File: config.mk
export PLATFORM = sky130hd
export DESIGN_NAME = cla_addsub_pipe
export DESIGN_NICKNAME = d
export VERILOG_FILES = /design/src/rtl/alu_pkg.sv /design/src/rtl/cla_group.sv /design/src/rtl/cla_addsub_pipe.sv
export SDC_FILE = /design/constraint.sdc
export NUM_CORES = 1
export LEC_CHECK = 0
export BUFFER_PORTS_ARGS = -buffer_cell sky130_fd_sc_hd__buf_2
export CAP_MARGIN = 10
export CORE_ASPECT_RATIO = 2
export CORE_UTILIZATION = 60
export DETAILED_ROUTE_END_ITERATION = 7
export GPL_TIMING_DRIVEN = 0
export HOLD_SLACK_MARGIN = 0.1
export PLACE_DENSITY_LB_ADDON = 0.15
export SYNTH_ARGS = -nofsm -noshare
export SYNTH_HDL_FRONTEND = slang
export SYNTH_SLANG_ARGS = --single-unit
File: constraint.sdc
create_clock -name clk -period 4.9 [get_ports clk]
set_input_delay 0.49 -clock clk [delete_from_list [all_inputs] [get_ports clk]]
set_output_delay 0.49 -clock clk [all_outputs]
set_load 0.05 [all_outputs]
File: src/rtl/alu_pkg.sv
// Shared ToyALU datapath definitions: default adder geometry, op encoding
// and the per-stage control payload that travels with each beat.
package alu_pkg;

    localparam int DEF_WIDTH  = 32;
    localparam int DEF_GROUP  = 4;
    localparam int DEF_STAGES = 2;

    localparam logic OP_ADD = 1'b0;
    localparam logic OP_SUB = 1'b1;

    // Operand slices and partial sums are width-dependent and live in packed
    // arrays in the adder; only the width-independent bits are bundled here.
    typedef struct packed {
        logic valid;
        logic carry;
    } stage_ctl_t;

endpackage

File: src/rtl/cla_group.sv
// GROUP-bit carry-lookahead block: sum bits from a group carry-in, plus the
// group generate/propagate for the next lookahead level.
module cla_group #(
    parameter int GROUP = 4
) (
    input  logic [GROUP-1:0] i_x,
    input  logic [GROUP-1:0] i_y,
    input  logic             i_c0,
    output logic [GROUP-1:0] o_s,
    output logic             o_g,
    output logic             o_p
);

    logic [GROUP-1:0] w_gen;
    logic [GROUP-1:0] w_prop;
    logic [GROUP-1:0] w_c;

    assign w_gen  = i_x & i_y;
    assign w_prop = i_x ^ i_y;

    // Each bit carry is a flat sum of products, not a ripple chain.
    always_comb begin : bit_carries
        logic t, pp;
        w_c = '0;
        for (int i = 0; i < GROUP; i++) begin
            t  = 1'b0;
            pp = 1'b1;
            for (int j = i - 1; j >= 0; j--) begin
                t  = t | (pp & w_gen[j]);
                pp = pp & w_prop[j];
            end
            w_c[i] = t | (pp & i_c0);
        end
    end

    // Kept apart from the carry block so G/P never appear to depend on i_c0.
    always_comb begin : group_gen
        logic pp;
        o_g = 1'b0;
        pp  = 1'b1;
        for (int j = GROUP - 1; j >= 0; j--) begin
            o_g = o_g | (pp & w_gen[j]);
            pp  = pp & w_prop[j];
        end
    end

    assign o_p = &w_prop;
    assign o_s = w_prop ^ w_c;

endmodule

File: src/rtl/cla_addsub_pipe.sv
// Pipelined two-level carry-lookahead adder/subtractor. Stage k resolves
// operand slice k and hands its registered carry to stage k+1.
module cla_addsub_pipe
    import alu_pkg::*;
#(
    parameter int WIDTH  = DEF_WIDTH,
    parameter int GROUP  = DEF_GROUP,
    parameter int STAGES = DEF_STAGES
) (
    input  logic             clk,
    input  logic             rst,
    input  logic             in_valid,
    output logic             in_ready,
    input  logic [WIDTH-1:0] a,
    input  logic [WIDTH-1:0] b,
    input  logic             cin,
    input  logic             sub,
    output logic             out_valid,
    input  logic             out_ready,
    output logic [WIDTH-1:0] sum,
    output logic             cout,
    output logic             ovf,
    output logic             zero
);

    localparam int SW   = WIDTH / STAGES;
    localparam int NG   = SW / GROUP;
    localparam int LAST = STAGES - 1;

    if (WIDTH % (STAGES * GROUP) != 0) begin : g_bad_param
        $error("cla_addsub_pipe: WIDTH must be a multiple of STAGES*GROUP");
    end

    stage_ctl_t [STAGES-1:0]            r_ctl;
    logic       [STAGES-1:0][WIDTH-1:0] r_a;
    logic       [STAGES-1:0][WIDTH-1:0] r_bx;
    logic       [STAGES-1:0][WIDTH-1:0] r_sum;
    logic                               r_ovf;
    logic                               r_zero;

    logic       [STAGES-1:0][WIDTH-1:0] w_a;
    logic       [STAGES-1:0][WIDTH-1:0] w_bx;
    logic       [STAGES-1:0][WIDTH-1:0] w_sp;
    logic       [STAGES-1:0][WIDTH-1:0] w_so;
    logic       [STAGES-1:0]            w_vin;
    logic       [STAGES-1:0]            w_cin;
    logic       [STAGES-1:0]            w_cout;
    logic                               w_en;
    logic                               w_unused;

    // One global stall: the whole pipe freezes while the output is held.
    assign w_en     = !r_ctl[LAST].valid || out_ready;
    assign in_ready = w_en;

    for (genvar k = 0; k < STAGES; k++) begin : g_stage
        logic [NG-1:0] w_gg;
        logic [NG-1:0] w_gp;
        logic [NG:0]   w_gc;
        logic [SW-1:0] w_ss;

        if (k == 0) begin : g_first
            assign w_a[k]   = a;
            assign w_bx[k]  = b ^ {WIDTH{sub == OP_SUB}};
            assign w_cin[k] = cin ^ (sub == OP_SUB);
            assign w_sp[k]  = '0;
            assign w_vin[k] = in_valid;
        end else begin : g_next
            assign w_a[k]   = r_a[k-1];
            assign w_bx[k]  = r_bx[k-1];
            assign w_cin[k] = r_ctl[k-1].carry;
            assign w_sp[k]  = r_sum[k-1];
            assign w_vin[k] = r_ctl[k-1].valid;
        end

        for (genvar g = 0; g < NG; g++) begin : g_grp
            cla_group #(.GROUP(GROUP)) u_grp (
                .i_x  (w_a[k][k*SW + g*GROUP +: GROUP]),
                .i_y  (w_bx[k][k*SW + g*GROUP +: GROUP]),
                .i_c0 (w_gc[g]),
                .o_s  (w_ss[g*GROUP +: GROUP]),
                .o_g  (w_gg[g]),
                .o_p  (w_gp[g])
            );
        end

        // Second lookahead level: every group carry straight from slice carry-in.
        always_comb begin : grp_carries
            logic t, pp;
            w_gc = '0;
            for (int i = 0; i <= NG; i++) begin
                t  = 1'b0;
                pp = 1'b1;
                for (int j = i - 1; j >= 0; j--) begin
                    t  = t | (pp & w_gg[j]);
                    pp = pp & w_gp[j];
                end
                w_gc[i] = t | (pp & w_cin[k]);
            end
        end

        assign w_cout[k] = w_gc[NG];
        // Upper slices of the partial sum are still zero, so OR inserts the slice.
        assign w_so[k]   = w_sp[k] | (WIDTH'(w_ss) << (k * SW));
    end

    always_ff @(posedge clk or posedge rst) begin
        if (rst) begin
            r_ctl  <= '0;
            r_a    <= '0;
            r_bx   <= '0;
            r_sum  <= '0;
            r_ovf  <= 1'b0;
            r_zero <= 1'b0;
        end else if (w_en) begin
            for (int k = 0; k < STAGES; k++) begin
                r_ctl[k].valid <= w_vin[k];
                r_ctl[k].carry <= w_cout[k];
                r_a[k]         <= w_a[k];
                r_bx[k]        <= w_bx[k];
                r_sum[k]       <= w_so[k];
            end
            r_ovf  <= (w_a[LAST][WIDTH-1] == w_bx[LAST][WIDTH-1]) &&
                      (w_so[LAST][WIDTH-1] != w_a[LAST][WIDTH-1]);
            r_zero <= (w_so[LAST] == '0);
        end
    end

    // Operands are fully consumed by the last stage; its copies go nowhere.
    assign w_unused = ^{r_a[LAST], r_bx[LAST]};

    assign out_valid = r_ctl[LAST].valid;
    assign sum       = r_sum[LAST];
    assign cout      = r_ctl[LAST].carry;
    assign ovf       = r_ovf;
    assign zero      = r_zero;

endmodule
==> flow_summary.ini <==
[outcome]
outcome = complete, no violations

[synth]
yosysTopAreaCell = dfrtp_1
synth_warnings = 0
synthFlopType = dfrtp_1
ys_ff_latch = 86
synth_cells = 563
synth-edff-count = 0
syn_avg_cell_area_um2 = 9.09
async_reset_ff_share_pct = 100
seq_area_frac_synth_pct = 42.0
syn_area_um2 = 5120
yosys.area.top_type_share_pct = 42.0
synthTopCellsByArea = dfrtp_1 42%, nand2_1 10%, ha_1 7.8%, xor2_1 5.1%, buf_4 4.7%
syn_nets = 673
netlist-cell-type-count = 49

[worst_setup_path]
startpoint_type = flop
critPathSlowestCell = fa_1
cp_max_fo = 6
critPathKind = flop to flop
critical_path_arrival_ns = 4.18
endpoint_kind = flop
crit_cells = 12
crit_path_cell_trace = ha_1, and3_1, a221oi_2, o2111ai_1, a31oi_1, o21bai_1, fa_1, nor4_1, and4_1, nand4_1, a2111o_1, o31ai_2
startpoint = r_bx[19]
r2r-end = zero
worstRegToRegCells = 12
cp_top_family = compound AO/OA/AOI/OAI gates
cp_data_required_time_ns = 5.16
endpoint = zero
r2r_setup_slack_ns = 0.98
reg2reg_from = r_bx[19]
cp_slowest_stage_delay_ns = 0.53
crit_buf_inv = 0

[grt]
antenna_found_initial = 0
grt_pass1_wl_mm = 20.4
grt_max_degree = 68
grt_overflow = 0
grtUsageTotal_pct = 31.3
grt_pass1_vias = 4528

[power_and_ir_drop]
finalPower_mw = 3.21
cellPowerDensity_nw_per_um2 = 526
peakVddDrop_v = 0.000305
p_leak_nw = 3.12

[sta]
finalCritPeriodShare_pct = 80.0
rsz0062_at_grt = no
finClkSkew_ns = 0.0106
max_freq_mhz = 255
setup-tns-final_ns = 0
period_needed_ns = 3.92
worst_pin_slew_ns = 0.954
slew_violations = 0
setup_violations = 0
max_slew_margin_pct = 36.4
hold_viol = 0
holdWs_ns = 0.333

[layout]
drive_above_1_share_pct = 24.1
area_growth_pct = 19.2
final_common_cell = nand2_1
diodes = 0
layout_common_cells = 139 x nand2_1, 106 x buf_2, 86 x dfrtp_1
final_nets = 791

[detailed_routing]
viasPerCell = 5.51
ant_nets = 0
drtIter0Drc = 202
num_vias = 4320
wl_per_cell_um = 16.1
totalWireLength_mm = 12.6
drcViolationCount = 0
drtPass1Iterations = 4

[floorplanning]
design.core.area_um2 = 8290
start_util_pct = 61.7
pin_count = 107
die_w_um = 67.3
dieArea_um2 = 8930
dieHeight_um = 133
row_count = 47

[cts]
cts_resized = 0
clock_latency_ns = 0.35
clkTransAtPathRegs_ns = 0.07
cts_buffers = 9
clock_sinks = 86
cts_root_buffer = clkbuf_16
htree_levels = 3
clock_path_buffers = 2
cts_tree = yes

[flow_run]
drv_cap = 0

[place]
dp.final_hpwl_mm = 9.98
io_buffers = 105
gp_congestion = 0.893

[hold_path]
hold_path_class = input port to flop
min_path_cells = 3
## synth_stat cells, types with 2 or more instances
library cell,count
a21o_1,6
a21oi_1,32
a311o_1,2
a31oi_1,4
and2_1,3
and3_1,10
and4_1,2
buf_1,9
buf_4,32
clkbuf_1,12
dfrtp_1,86
fa_1,8
ha_1,32
inv_1,24
nand2_1,139
nand2b_1,3
nand3_1,5
nand4_1,2
nor2_1,30
nor2b_1,3
nor3_1,3
nor4_1,5
o2111ai_1,2
o21ai_0,25
o21ai_1,2
o21bai_1,2
o31a_1,2
o31ai_1,2
or3_1,2
xnor2_1,26
xor2_1,30
## power by group
part,switching [mW],total [mW],internal [mW]
sequential,0.141,1.06,0.914
combinational,0.948,1.48,0.532
clock,0.304,0.670,0.366
## worst min path at each step
stage                  start  endpoint  slack (ns)
floorplan           r_ctl[1]  r_ctl[1]        0.43
global placement    r_ctl[1]  r_ctl[1]        0.44
detailed placement       rst    sum[3]        0.46
CTS                    a[25]   r_a[25]        0.33
global route           a[25]   r_a[25]        0.35
finish              in_valid  r_ctl[1]        0.33
## cells by family (layout without fill, tap and decap cells)
logic type / after synthesis / after routing / synth area share [%]
flops: 86 / 86 / 42.0
compound gates: 90 / 90 / 11.5
simple gates: 211 / 211 / 17.6
mux: 1 / 1 / 0.220
buf+inv: 79 / 202 / 8.16
fa+ha+maj: 40 / 40 / 10.9
xor+xnor: 56 / 56 / 9.58
## registers in the layout, indices dropped and copies added (netlist names)
signal,flops
sum,32
r_a,16
r_bx,16
r_sum,16
cout,1
g_stage.w_gc,1
out_valid,1
ovf,1
r_ctl,1
zero,1
## per-layer routing
layer  vias to the layer above  routed length, µm  global-route usage, %
li1                       2064                  -                      -
met1                      2054               4140                   29.5
met2                       143               7050                   56.2
met3                        59                489                   5.26
met4                         0                950                   23.5
met5                         -                  0                      0
## final cells by class
class	count	area [µm²]
Buffer	54	324
Clock buffer	10	239
Clock inverter	6	53.8
Fill cell	677	2190
Inverter	25	96.3
Multi-Input combinational cell	398	2550
Sequential cell	86	2150
Tap cell	98	123
Timing Repair Buffer	107	563
## timing repair
action                    in CTS  in global routing
hold endpoints to repair      17                  0
setup buffers                  0                  0
hold buffers                   1                  0
## through the flow
stage | worst slack (ns) | instance area (µm²) | util, % | std cells
6_report | 0.978 | 6100 | 73.6 | 784
5_1_grt | 0.772 | 6100 | 73.6 | 784
4_1_cts | 1.04 | 6100 | 73.6 | 784
3_5_place_dp | 0.989 | 5800 | 69.9 | 767
3_3_place_gp | 1.06 | 5770 | 69.6 | 766
2_1_floorplan | 1.53 | 5120 | - | 563
## tightest hold or removal path: cells and delay by family
kind,cells,cell delay (ns)
and+or+nand+nor,2,0.10
buffers and inverters,1,0.07
(Power assumes the default switching activity.)
